===== src/rtl/fib_seq_gen_if.sv =====
// Stream and control bundle for fib_seq_gen. The generator side uses the master
// modport and the consumer/controller side uses the slave modport.
interface fib_seq_gen_if #(
    parameter int unsigned WIDTH = 16,
    parameter int unsigned IDX_W = 6
);
    logic             start;
    logic [IDX_W-1:0] n_terms;
    logic             abort;
    logic             ready;
    logic             valid;
    logic [WIDTH-1:0] data;
    logic [IDX_W-1:0] index;
    logic             last;
    logic             busy;
    logic             done;
    logic             overflow;

    modport master (
        input  start, n_terms, abort, ready,
        output valid, data, index, last, busy, done, overflow
    );

    modport slave (
        output start, n_terms, abort, ready,
        input  valid, data, index, last, busy, done, overflow
    );
endinterface


===== src/rtl/fib_seq_gen.sv =====
// Fibonacci sequence generator: streams F(0)..F(N-1) over a valid/ready port,
// and stops early, flagging overflow, when the next term would not fit in WIDTH bits.
module fib_seq_gen #(
    parameter int unsigned WIDTH = 16,
    parameter int unsigned IDX_W = 6
) (
    input logic           clk,
    input logic           rst_n,
    fib_seq_gen_if.master bus
);
    typedef enum logic [1:0] {
        IDLE = 2'd0,
        RUN  = 2'd1,
        DONE = 2'd2
    } state_t;

    localparam logic [IDX_W-1:0] IDX_ONE = IDX_W'(1);

    state_t           state, state_nxt;
    logic [WIDTH-1:0] a, a_nxt;
    logic [WIDTH-1:0] b, b_nxt;
    logic             b_ovf, b_ovf_nxt;
    logic [IDX_W-1:0] k, k_nxt;
    logic [IDX_W-1:0] n, n_nxt;
    logic             ovf, ovf_nxt;

    logic [WIDTH:0]   sum;
    logic             at_end;
    logic             is_last;
    logic             fire;

    // a never holds a wrapped value: the run stops as soon as b carries out.
    assign sum     = {1'b0, a} + {1'b0, b};
    assign at_end  = (k == (n - IDX_ONE));
    assign is_last = at_end || b_ovf;
    assign fire    = (state == RUN) && bus.ready;

    always_ff @(posedge clk or negedge rst_n) begin
        if (!rst_n) begin
            state <= IDLE;
            a     <= '0;
            b     <= WIDTH'(1);
            b_ovf <= 1'b0;
            k     <= '0;
            n     <= '0;
            ovf   <= 1'b0;
        end else begin
            state <= state_nxt;
            a     <= a_nxt;
            b     <= b_nxt;
            b_ovf <= b_ovf_nxt;
            k     <= k_nxt;
            n     <= n_nxt;
            ovf   <= ovf_nxt;
        end
    end

    always_comb begin
        state_nxt = state;
        a_nxt     = a;
        b_nxt     = b;
        b_ovf_nxt = b_ovf;
        k_nxt     = k;
        n_nxt     = n;
        ovf_nxt   = ovf;

        // abort outranks both start and the handshake in every state.
        if (bus.abort) begin
            state_nxt = IDLE;
        end else begin
            unique case (state)
                IDLE: begin
                    if (bus.start) begin
                        ovf_nxt = 1'b0;
                        if (bus.n_terms != '0) begin
                            state_nxt = RUN;
                            a_nxt     = '0;
                            b_nxt     = WIDTH'(1);
                            b_ovf_nxt = 1'b0;
                            k_nxt     = '0;
                            n_nxt     = bus.n_terms;
                        end else begin
                            state_nxt = DONE;
                        end
                    end
                end
                RUN: begin
                    if (fire) begin
                        if (is_last) begin
                            state_nxt = DONE;
                            ovf_nxt   = b_ovf && !at_end;
                        end else begin
                            a_nxt                = b;
                            {b_ovf_nxt, b_nxt}   = sum;
                            k_nxt                = k + IDX_ONE;
                        end
                    end
                end
                DONE: begin
                    state_nxt = IDLE;
                end
                default: begin
                    state_nxt = IDLE;
                end
            endcase
        end
    end

    assign bus.valid    = (state == RUN);
    assign bus.data     = a;
    assign bus.index    = k;
    assign bus.last     = (state == RUN) && is_last;
    assign bus.busy     = (state != IDLE);
    assign bus.done     = (state == DONE);
    assign bus.overflow = ovf;
endmodule


===== src/flat_wrapper.sv =====
// flat-port wrapper written by rule: the top's interface ports become plain ports
module fib_seq_gen_flat 
#(
    parameter int unsigned WIDTH = 16,
    parameter int unsigned IDX_W = 6
)
  (clk, rst_n, bus_start, bus_n_terms, bus_abort, bus_ready, bus_valid, bus_data, bus_index, bus_last, bus_busy, bus_done, bus_overflow);
  fib_seq_gen_if #(.WIDTH(WIDTH), .IDX_W(IDX_W)) bus_i ();
  input logic clk;
  input logic rst_n;
  input wire logic [$bits(bus_i.start)-1:0] bus_start;
  input wire logic [$bits(bus_i.n_terms)-1:0] bus_n_terms;
  input wire logic [$bits(bus_i.abort)-1:0] bus_abort;
  input wire logic [$bits(bus_i.ready)-1:0] bus_ready;
  output wire logic [$bits(bus_i.valid)-1:0] bus_valid;
  output wire logic [$bits(bus_i.data)-1:0] bus_data;
  output wire logic [$bits(bus_i.index)-1:0] bus_index;
  output wire logic [$bits(bus_i.last)-1:0] bus_last;
  output wire logic [$bits(bus_i.busy)-1:0] bus_busy;
  output wire logic [$bits(bus_i.done)-1:0] bus_done;
  output wire logic [$bits(bus_i.overflow)-1:0] bus_overflow;
  assign bus_i.start = bus_start;
  assign bus_i.n_terms = bus_n_terms;
  assign bus_i.abort = bus_abort;
  assign bus_i.ready = bus_ready;
  assign bus_valid = bus_i.valid;
  assign bus_data = bus_i.data;
  assign bus_index = bus_i.index;
  assign bus_last = bus_i.last;
  assign bus_busy = bus_i.busy;
  assign bus_done = bus_i.done;
  assign bus_overflow = bus_i.overflow;
  fib_seq_gen #(.WIDTH(WIDTH), .IDX_W(IDX_W)) u_core (.clk(clk), .rst_n(rst_n), .bus(bus_i));
endmodule

===== config.mk =====
export PLATFORM = sky130hd
export DESIGN_NAME = fib_seq_gen_flat
export DESIGN_NICKNAME = d
export VERILOG_FILES = /design/src/rtl/fib_seq_gen_if.sv /design/src/rtl/fib_seq_gen.sv /design/src/flat_wrapper.sv
export SDC_FILE = /design/constraint.sdc
export NUM_CORES = 1
export LEC_CHECK = 0
export CAP_MARGIN = 5
export CORE_ASPECT_RATIO = 1.25
export CORE_MARGIN = 10
export CORE_UTILIZATION = 57
export CTS_BUF_LIST = sky130_fd_sc_hd__clkbuf_4 sky130_fd_sc_hd__clkbuf_8
export DETAILED_ROUTE_END_ITERATION = 10
export PLACE_DENSITY_LB_ADDON = 0.08
export SYNTH_ARGS = -nofsm -noshare
export SYNTH_HDL_FRONTEND = slang
export SYNTH_SLANG_ARGS = --single-unit

===== constraint.sdc =====
create_clock -name clk -period 3.4 [get_ports clk]
set_clock_uncertainty 0.2 [all_clocks]
set_input_delay 0.34 -clock clk [delete_from_list [all_inputs] [get_ports clk]]
set_output_delay 0.34 -clock clk [all_outputs]
set_load 0.01 [all_outputs]

==> metrics.md <==
| Metric | Value |
|---|---|
| Worst skew pair latency | 0.30 ns |
| Number of remaining DRC errors | 0 |
| Fin nets | 349 |
| # H-tree levels | 2 |
| Hold crit path type | in2async |
| Starting Density | 59.4% |
| Post-CTS Resized | 0 |
| Post-synthesis cell count | 279 |
| VDD IR max | 0.000232 V |
| Fin Hold WS | 0.0237 ns |
| Pleak | 1.55 nW |
| CP required | 2.86 ns |
| Tightest Pin Transition | 1.06 ns |
| Row Count | 28 |
| Final WL | 6.36 mm |
| Area of the multi-input gates | 1570 um2 |
| DRT Pass-1 Iters | 4 |
| Total GRT Usage | 15.4% |
| EDFF count, synth | 0 |
| CTS Buffer Depth | 2 |
| TritonCTS Sinks | 48 |
| Final hold vios | 0 |
| Fillers | 392 |
| Synth Area in Compound Gates | 23.6% |
| R2R Path Start | u_core.bus.data[0] |
| Synth Area in Simple Gates | 13.3% |
| Synth Net Count | 309 |
| Outcome | finished clean |
| Post-synth top area cell | dfrtp_1 |
| Main combinational cell family by area after synthesis | compound AO/OA/AOI/OAI gates |
| FFs w/ async S/R, synth | 100% |
| Die H | 99.1 um |
| Fmax | 0.316 GHz |
| Seq cells post-synth | 48 |
| Vias in the first global route | 2292 |
| Crit path DAT | 2.62 ns |
| Post-synth cell types | 47 |
| CTS Buf Count | 5 |
| Final Non-Filler Cells | 380 |
| Crit path capture type | output pin |
| Routed vias | 2264 |
| RR Endpoint | u_core.b[14] |
| Sequential area share after synthesis | 42.2% |
| Antenna violations before repair | 0 |
| Layout area overhead | 18.7% |
| Post-synthesis xor/xnor area fraction | 5.53% |
| Reg-to-reg setup timing slack | 0.57 ns |
| DIE WIDTH | 83.3 um |
| Crit path time final | 3.16 ns |
| Diode count | 0 |
| Dpl hpwl | 4.62 mm |
| Core Region | 4800 um2 |
| Syn Area/Cell | 10.2 um2 |
| TNS Setup | 0 ns |
| CTS tree | done |
| Total grt overflow | 0 |
| CTS clk-pin slew, worst paths | 0.09 ns |
| Vias per cell | 5.96 |
| Detailed Route Iter0 Violations | 100 |
| Ranking of synthesized cells by area | dfrtp_1, ha_1, a22o_1 |
| # setup viols final | 0 |
| Largest net degree at the start of global routing | 49 |
| Max-cap violations | 0 |
| Max FO, Critical Path | 6 |
| First-pass GRT wire length | 10.8 mm |
| Slew Viols, Final | 0 |
| Die outline area | 8250 um2 |
| Critical path class | reg2out |
| IO Port Bufs | 37 |
| CTS root buf | clkbuf_8 |
| Relative slew slack | 29.4% |
| Cts-stage hold buffer count | 0 |
| Drt wl/cell | 16.7 um |
| Number of nets with antenna violations after routing | 0 |
| Path depth of the worst reg2reg path | 8 |
| RSZ-0062 raised after global routing | false |
| Post-synthesis adder-cell area fraction | 8.60% |
| Main synth FF type | dfrtp_1 |
| Most common cell in the synthesized netlist | dfrtp_1 |
| Yosys Warn Count | 0 |
| Period utilization | 93.1% |
| Yosys top cell area share | 41.3% |
| Inst Count DP | 372 |
| Mapped Area | 2850 um2 |
| Mux share of post-synthesis cell area | 3.82% |
| Register area | 1200 um2 |
| Synth cell count leaders | dfrtp_1, nand2_1, a22o_1 |
| Layout cells sized above 1 | 9.69% |
| I/O pins | 38 |
| Power Dens Cells | 427 nW/um2 |
| Routability cong. | 0.843 |
| Post-CTS Setup Inserts | 0 |
| Startpoint types | register |
[cell families (layout without fill, tap and decap cells)]
logic type | after synthesis | in the layout
mux | 10 | 10
compound gates | 92 | 92
flops | 48 | 48
fa+ha+maj | 19 | 19
buf+inv | 15 | 56
simple gates | 77 | 77
xor+xnor | 18 | 18
[routing by layer]
metal | GRT usage [%] | share of wire, % | vias up
met5 | 0 | 0 | -
met4 | 4.72 | 1.0 | 0
met3 | 3.95 | 4.1 | 6
met2 | 26.6 | 52 | 35
met1 | 18.3 | 43 | 1107
li1 | - | - | 1116
[cell usage in the layout (no fill, tap or decap), types with 6 or more instances in the layout]
| cell type | netlist | final |
|---|---|---|
| o21ai_0 | 6 | 6 |
| o21ai_1 | 6 | 6 |
| a21oi_1 | 24 | 23 |
| xnor2_1 | 9 | 9 |
| nand3_1 | 7 | 7 |
| a22o_1 | 25 | 25 |
| dfrtp_1 | 47 | 47 |
| clkdlybuf4s50_1 | 0 | 36 |
| inv_1 | 6 | 6 |
| nor3_1 | 6 | 6 |
| mux2_2 | 7 | 7 |
| o31ai_1 | 6 | 6 |
| nor2_1 | 13 | 13 |
| nand2_1 | 30 | 30 |
| xor2_1 | 9 | 9 |
| ha_1 | 18 | 18 |
[worst max path at each step]
stage	startpoint	end	slack, ns	cells after the start
floorplan	u_core.bus.data[0]	u_core.b[14]	0.78	8
global placement	u_core.n[0]	bus_last	0.61	6
detailed placement	u_core.n[0]	bus_last	0.57	6
CTS	u_core.n[0]	bus_last	0.23	6
global route	u_core.n[2]	bus_last	0.08	6
finish	u_core.n[0]	bus_last	0.24	6
[registers in the layout (all words and copies together), names as in the netlist]
signal and cells:
u_core.state 2, u_core.bus.index 6, u_core.bus.overflow 1, u_core.bus.data 16, u_core.b 16, u_core.n 6, u_core.b_ovf 1
[where the power goes]
group,total (mW),internal [mW],switching (mW)
clock,0.414,0.226,0.187
sequential,0.676,0.618,0.0583
combinational,0.355,0.170,0.185
total,1.44,1.01,0.431
[per-stage QoR]
stage / worst slack [ns] / power (mW) / util [%] / area, um2
after floorplan: 0.776 / 0.926 / - / 2850
after global placement: 0.613 / 1.03 / 68.1 / 3270
after detailed placement: 0.572 / 1.05 / 68.1 / 3270
after CTS: 0.226 / 1.46 / 70.5 / 3380
after global routing: 0.0778 / 1.52 / 70.5 / 3380
final: 0.236 / 1.44 / 70.5 / 3380
[final cells by class]
cell class,count,share of cell area (%)
Clock inverter,2,1.04
Clock buffer,6,2.26
Timing Repair Buffer,42,11.9
Tap cell,60,2.22
Sequential cell,48,35.6
Inverter,6,0.666
Multi-Input combinational cell,216,46.4
[worst max-delay path: stages, from the launching register on]
cell and delay, ns:
dfrtp_1 0.43, or3_4 0.40, or4_4 0.51, a2bb2oi_4 0.23
a21oi_1 0.10, nor2_1 0.11, clkdlybuf4s50_1 0.54
Note: power is estimated with default switching activity, not from simulation.
